File: config.mk
export PLATFORM = sky130hd
export DESIGN_NAME = lamp_tracker
export DESIGN_NICKNAME = d
export VERILOG_FILES = /design/src/rtl/lamp_tracker.sv
export SDC_FILE = /design/constraint.sdc
export NUM_CORES = 1
export LEC_CHECK = 0
export ABC_AREA = 1
export ABC_CLOCK_PERIOD_IN_PS = 9900
export CAP_MARGIN = 20
export CORE_MARGIN = 2
export CORE_UTILIZATION = 25
export CTS_CLUSTER_SIZE = 24
export DETAILED_ROUTE_END_ITERATION = 10
export DONT_BUFFER_PORTS = 1
export PLACE_DENSITY = 0.45
export SLEW_MARGIN = 30
export SYNTH_ARGS = -nofsm -noshare
export SYNTH_HDL_FRONTEND = slang
export SYNTH_SLANG_ARGS = --single-unit
File: constraint.sdc
create_clock -name clk -period 9.9 [get_ports clk]
set_clock_uncertainty 0.2 [all_clocks]
set_input_delay 1.98 -clock clk [delete_from_list [all_inputs] [get_ports clk]]
set_output_delay 1.98 -clock clk [all_outputs]
set_load 0.01 [all_outputs]
File: src/rtl/lamp_tracker.sv
// lamp_tracker: observer for the thermometer-coded 16-lamp flasher bar.
// Optional macro LAMP_TRACK_STEP_CHECK_EN also flags position jumps > 1.
module lamp_tracker #(
    parameter int N_LAMP = 16,
    parameter int POS_W  = 5,
    parameter int CNT_W  = 8
) (
    input  logic              clk,
    input  logic              rst,
    input  logic              sample_en,
    input  logic [N_LAMP-1:0] lamp,
    output logic [POS_W-1:0]  position,
    output logic [POS_W-1:0]  max,
    output logic [POS_W-1:0]  min,
    output logic [1:0]        dir,
    output logic              turn,
    output logic [CNT_W-1:0]  sweep_cnt,
    output logic              pattern_err,
    output logic              err_sticky
);

    // State encoding doubles as the dir output code.
    typedef enum logic [1:0] {
        S_IDLE = 2'b00,
        S_UP   = 2'b01,
        S_DOWN = 2'b10
    } state_t;

    state_t             state_q, state_d;
    logic [POS_W-1:0]   pos_q, pos_d;
    logic [POS_W-1:0]   max_q, max_d;
    logic [POS_W-1:0]   min_q, min_d;
    logic               turn_q, turn_d;
    logic [CNT_W-1:0]   cnt_q, cnt_d;
    logic               perr_q, perr_d;
    logic               sticky_q, sticky_d;

    logic [N_LAMP:0]    lamp_x;
    logic               therm_ok;
    logic [POS_W-1:0]   k_c;
    logic               step_bad;

    // A thermometer code plus one is a power of two (or wraps to zero).
    assign lamp_x   = {1'b0, lamp};
    assign therm_ok = ((lamp_x & (lamp_x + 1'b1)) == '0);

    // Popcount gives the lamp position for a valid thermometer sample.
    always_comb begin
        k_c = '0;
        for (int i = 0; i < N_LAMP; i++) begin
            k_c = k_c + POS_W'(lamp[i]);
        end
    end

`ifdef LAMP_TRACK_STEP_CHECK_EN
    logic [POS_W-1:0] diff_c;

    // Jumps larger than one lamp are suspicious, except a drop to zero.
    always_comb begin
        diff_c   = (k_c > pos_q) ? (k_c - pos_q) : (pos_q - k_c);
        step_bad = (k_c != '0) && (diff_c > POS_W'(1));
    end
`else
    assign step_bad = 1'b0;
`endif

    // Next-state: direction FSM, turn points, sweep count and error flags.
    always_comb begin
        state_d  = state_q;
        pos_d    = pos_q;
        max_d    = max_q;
        min_d    = min_q;
        turn_d   = 1'b0;
        cnt_d    = cnt_q;
        perr_d   = 1'b0;
        sticky_d = sticky_q;
        if (sample_en) begin
            if (!therm_ok) begin
                perr_d   = 1'b1;
                sticky_d = 1'b1;
            end else begin
                pos_d = k_c;
                if (step_bad) begin
                    perr_d   = 1'b1;
                    sticky_d = 1'b1;
                end
                case (state_q)
                    S_IDLE: begin
                        if (k_c != '0) begin
                            state_d = S_UP;
                        end
                    end
                    S_UP: begin
                        if (k_c == '0) begin
                            state_d = S_IDLE;
                            max_d   = pos_q;
                            min_d   = '0;
                            turn_d  = 1'b1;
                            cnt_d   = cnt_q + 1'b1;
                        end else if (k_c < pos_q) begin
                            state_d = S_DOWN;
                            max_d   = pos_q;
                            turn_d  = 1'b1;
                        end
                    end
                    S_DOWN: begin
                        if (k_c == '0) begin
                            state_d = S_IDLE;
                            min_d   = '0;
                            cnt_d   = cnt_q + 1'b1;
                        end else if (k_c > pos_q) begin
                            state_d = S_UP;
                            min_d   = pos_q;
                            turn_d  = 1'b1;
                        end
                    end
                    default: begin
                        state_d = S_IDLE;
                    end
                endcase
            end
        end
    end

    // State register with synchronous reset.
    always_ff @(posedge clk) begin
        if (rst) begin
            state_q  <= S_IDLE;
            pos_q    <= '0;
            max_q    <= '0;
            min_q    <= '0;
            turn_q   <= 1'b0;
            cnt_q    <= '0;
            perr_q   <= 1'b0;
            sticky_q <= 1'b0;
        end else begin
            state_q  <= state_d;
            pos_q    <= pos_d;
            max_q    <= max_d;
            min_q    <= min_d;
            turn_q   <= turn_d;
            cnt_q    <= cnt_d;
            perr_q   <= perr_d;
            sticky_q <= sticky_d;
        end
    end

    assign position    = pos_q;
    assign max         = max_q;
    assign min         = min_q;
    assign dir         = state_q;
    assign turn        = turn_q;
    assign sweep_cnt   = cnt_q;
    assign pattern_err = perr_q;
    assign err_sticky  = sticky_q;

endmodule

==> impl_metrics.csv <==
group,metric,value,unit
floorplan,num_rows,34,
worst_setup_path,critPathArrivalTime,6.29,ns
cts,clk_latency,0.27,ns
grt,grt_antenna_before_repair,0,
power_and_ir_drop,p_sw_share,40.7,%
placement,io_buffer_count,0,
grt,grt_pass1_wl,9110,um
sta,slew_viol_final,0,
cts,cts_buffers,3,
min_path,hold_path_class,"flip-flop to flip-flop",
layout,n_fill_cell,1006,
drt,ant_nets,0,
worst_setup_path,r2r_cells,13,
grt,grt_pass1_vias,2042,
floorplan,start_util,25.6,%
sta,finalSetupTns,0,ns
cts,clock-sinks,28,
drt,num_vias,1930,
layout,syn2layout_area_growth,6.48,%
worst_setup_path,cp.required,9.88,ns
floorplan,coreArea,8680,sq um
power_and_ir_drop,p_switching,0.147,mW
drt,wl_per_cell,11.9,um
synth,syn_nets,376,
worst_setup_path,timing.rr.start,"position[2]",
layout,diodes,0,
placement,pre_cts_ws,3.29,ns
cts,cts_setup_buffers,0,
cts,cts_resized,0,
power_and_ir_drop,ir_drop,0.0543,mV
sta,setup_viol,0,
drt,dr.pass1.iters,4,
worst_setup_path,cp-endpoint,"min[0]",
synth,synth_seq_cells,28,
sta,fmax,158,MHz
floorplan,fp.dieH,98.3,um
cts,clk_pin_slew_worst_paths,0.10,ns
synth,netlist_area,2220,sq um
drt,wl,5200,um
layout,seq_area,561,sq um
worst_setup_path,critPathKind,"primary input to flip-flop",
power_and_ir_drop,clockPowerShare,20.0,%
synth,async_reset_ff_share,0,%
floorplan,io_pins,47,
sta,worst_slack,3.58,ns
sta,rsz0062_at_grt,"no",
power_and_ir_drop,leakage,1.09,nW
worst_setup_path,reg2reg_to,"min[0]",
sta,finalCriticalPeriod,6.32,ns
power_and_ir_drop,finalPower,0.362,mW
sta,tightest_slew,0.344,ns
synth,synthDistinctLibCells,26,
layout,final_layout_size_suffix_gt1_share,4.86,%
worst_setup_path,crit_fanout,6,
cts,h-tree-depth,1,
synth,synth_top_flop_cell,"dfxtp_1",
grt,grt_util_all_layers,11.2,%
synth,yosys_warnings,0,
power_and_ir_drop,p_per_area,153,nW/um^2
synth,synthCells,330,
floorplan,die_w,98.3,um
cts,root_buffer,"clkbuf_8",
synth,yosysSeqAreaShare,25.2,%
drt,viasPerCell,4.42,
sta,hold_viol_final,0,
grt,grt_overflow,0,
power_and_ir_drop,intPower,0.215,mW
worst_setup_path,crit_start,"lamp[0]",
floorplan,die-area,9650,sq um
worst_setup_path,endpoint_kind,"flip-flop",
power_and_ir_drop,power_frac_seq,31.4,%
layout,multi_input_area,1410,sq um
sta,period_share,63.8,%
power_and_ir_drop,p_comb_share,48.5,%
layout,final_nets,376,
drt,drt_iter0_drc,47,
worst_setup_path,start_kind,"primary input",
synth,synth_edf_count,0,
status,status,"completed",
grt,grt_max_degree,26,
worst_setup_path,ff2ff_setup_slack,7.60,ns
synth,syn_area_per_cell,6.73,sq um
placement,place_hpwl,4320,um
job,drv_cap,0,
sta,holdWs,0.311,ns
cts,max-clock-path-buffers,2,
placement,place_congestion,0.792,
sta,slew-limit-headroom,77.1,%
drt,drc,0,
cts,ctsHoldBuffers,0,
cts,cts_tree,"built",
==> cell families after synthesis <==
logic type      count (synthesis)  share of synthesized area [%]
flops                          28                           25.2
simple gates                  182                           35.9
xor+xnor                        6                           2.37
buf+inv                        59                           11.3
fa+ha+maj                      27                           18.6
compound gates                 28                           6.65
==> critical path: stages <==
cell and delay (ns):
inv_1 0.05, fa_1 0.56, fa_1 0.44, fa_1 0.48
fa_1 0.49, inv_1 0.04, ha_1 0.19, fa_1 0.40
inv_1 0.07, nand2_1 0.04, nand2_1 0.06, inv_1 0.06
ha_1 0.29, nand2_1 0.05, nor2_1 0.13, nand2_1 0.07
nand3_1 0.10, nand2_1 0.08, nand3_1 0.10, nand2_1 0.07
nor2_2 0.18, nand2_1 0.17, nand2_1 0.11, a21oi_1 0.06
==> synth_stat cells, types with 3 or more instances <==
library cell	count	share of area [%]
nand3_1	22	5.0
fa_1	10	9.0
a21oi_1	21	4.7
nand2_2	3	0.85
o21ai_0	4	0.90
dfxtp_1	28	25
ha_1	17	9.6
nor2_1	43	7.3
xor2_1	4	1.6
nor2_2	4	1.1
inv_1	53	9.0
nand4_1	14	3.9
nand2_1	91	15
==> routing by layer <==
layer	GRT usage, %	share of wire, %	vias to the layer above	wire (um)
met2	18.9	43	48	2230
met3	3.22	7.7	2	402
met5	0	0	-	0
met1	14.3	49	851	2540
met4	2.63	0.54	0	28
li1	-	-	1029	-
==> worst min-delay path by stage <==
| stage | start | end | slack, ns | cells past startpoint |
|---|---|---|---|---|
| 2_1_floorplan | min[0] | min[0] | 0.29 | 2 |
| 3_3_place_gp | min[3] | min[3] | 0.29 | 2 |
| 3_5_place_dp | min[3] | min[3] | 0.30 | 2 |
| 4_1_cts | min[0] | min[0] | 0.32 | 2 |
| 5_1_grt | min[0] | min[0] | 0.34 | 2 |
| 6_report | min[3] | min[3] | 0.31 | 2 |
==> area by class of cell <==
type,instances,share of cell area (%)
flip-flops and latches,28,23.7
inverters,54,8.62
clock buffers,4,2.33
multi-input cells,243,59.6
well taps,108,5.71
==> layout by cell type (no fill, tap or decap) <==
cell       n
nand2_1   91
a31oi_1    1
clkbuf_8   4
fa_1      10
nor3_1     2
dfxtp_1   28
o21ai_0    4
xor2_1     4
nand2_2    3
a21oi_1   21
a21oi_2    1
inv_1     53
nor2_8     1
clkinv_2   1
o21bai_1   1
xnor2_1    2
nor2_1    43
nor2_4     1
nor2_2     4
ha_1      17
nand4_1   14
nand3_1   22
nand2_4    1
==> per-stage QoR <==
step	util [%]	cell area (sq um)	cells
global placement	26.6	2310	433
CTS	27.2	2360	437
detailed placement	26.6	2310	433
finish	27.2	2360	437
floorplan	-	2220	330
global route	27.2	2360	437
==> flip-flops by register name, summed over array words and instances, names as in the netlist <==
name / flops
dir: 2
min: 5
err_sticky: 1
pattern_err: 1
sweep_cnt: 8
turn: 1
max: 5
position: 5
==> power groups by stage <==
stage	clock [mW]	sequential (mW)	combinational [mW]
after floorplan	0	0.116	0.144
after global placement	0	0.116	0.174
after detailed placement	0	0.116	0.178
after CTS	0.0764	0.114	0.180
after global routing	0.0805	0.114	0.215
final	0.0725	0.114	0.176
Power figures use the tool's default switching activity.
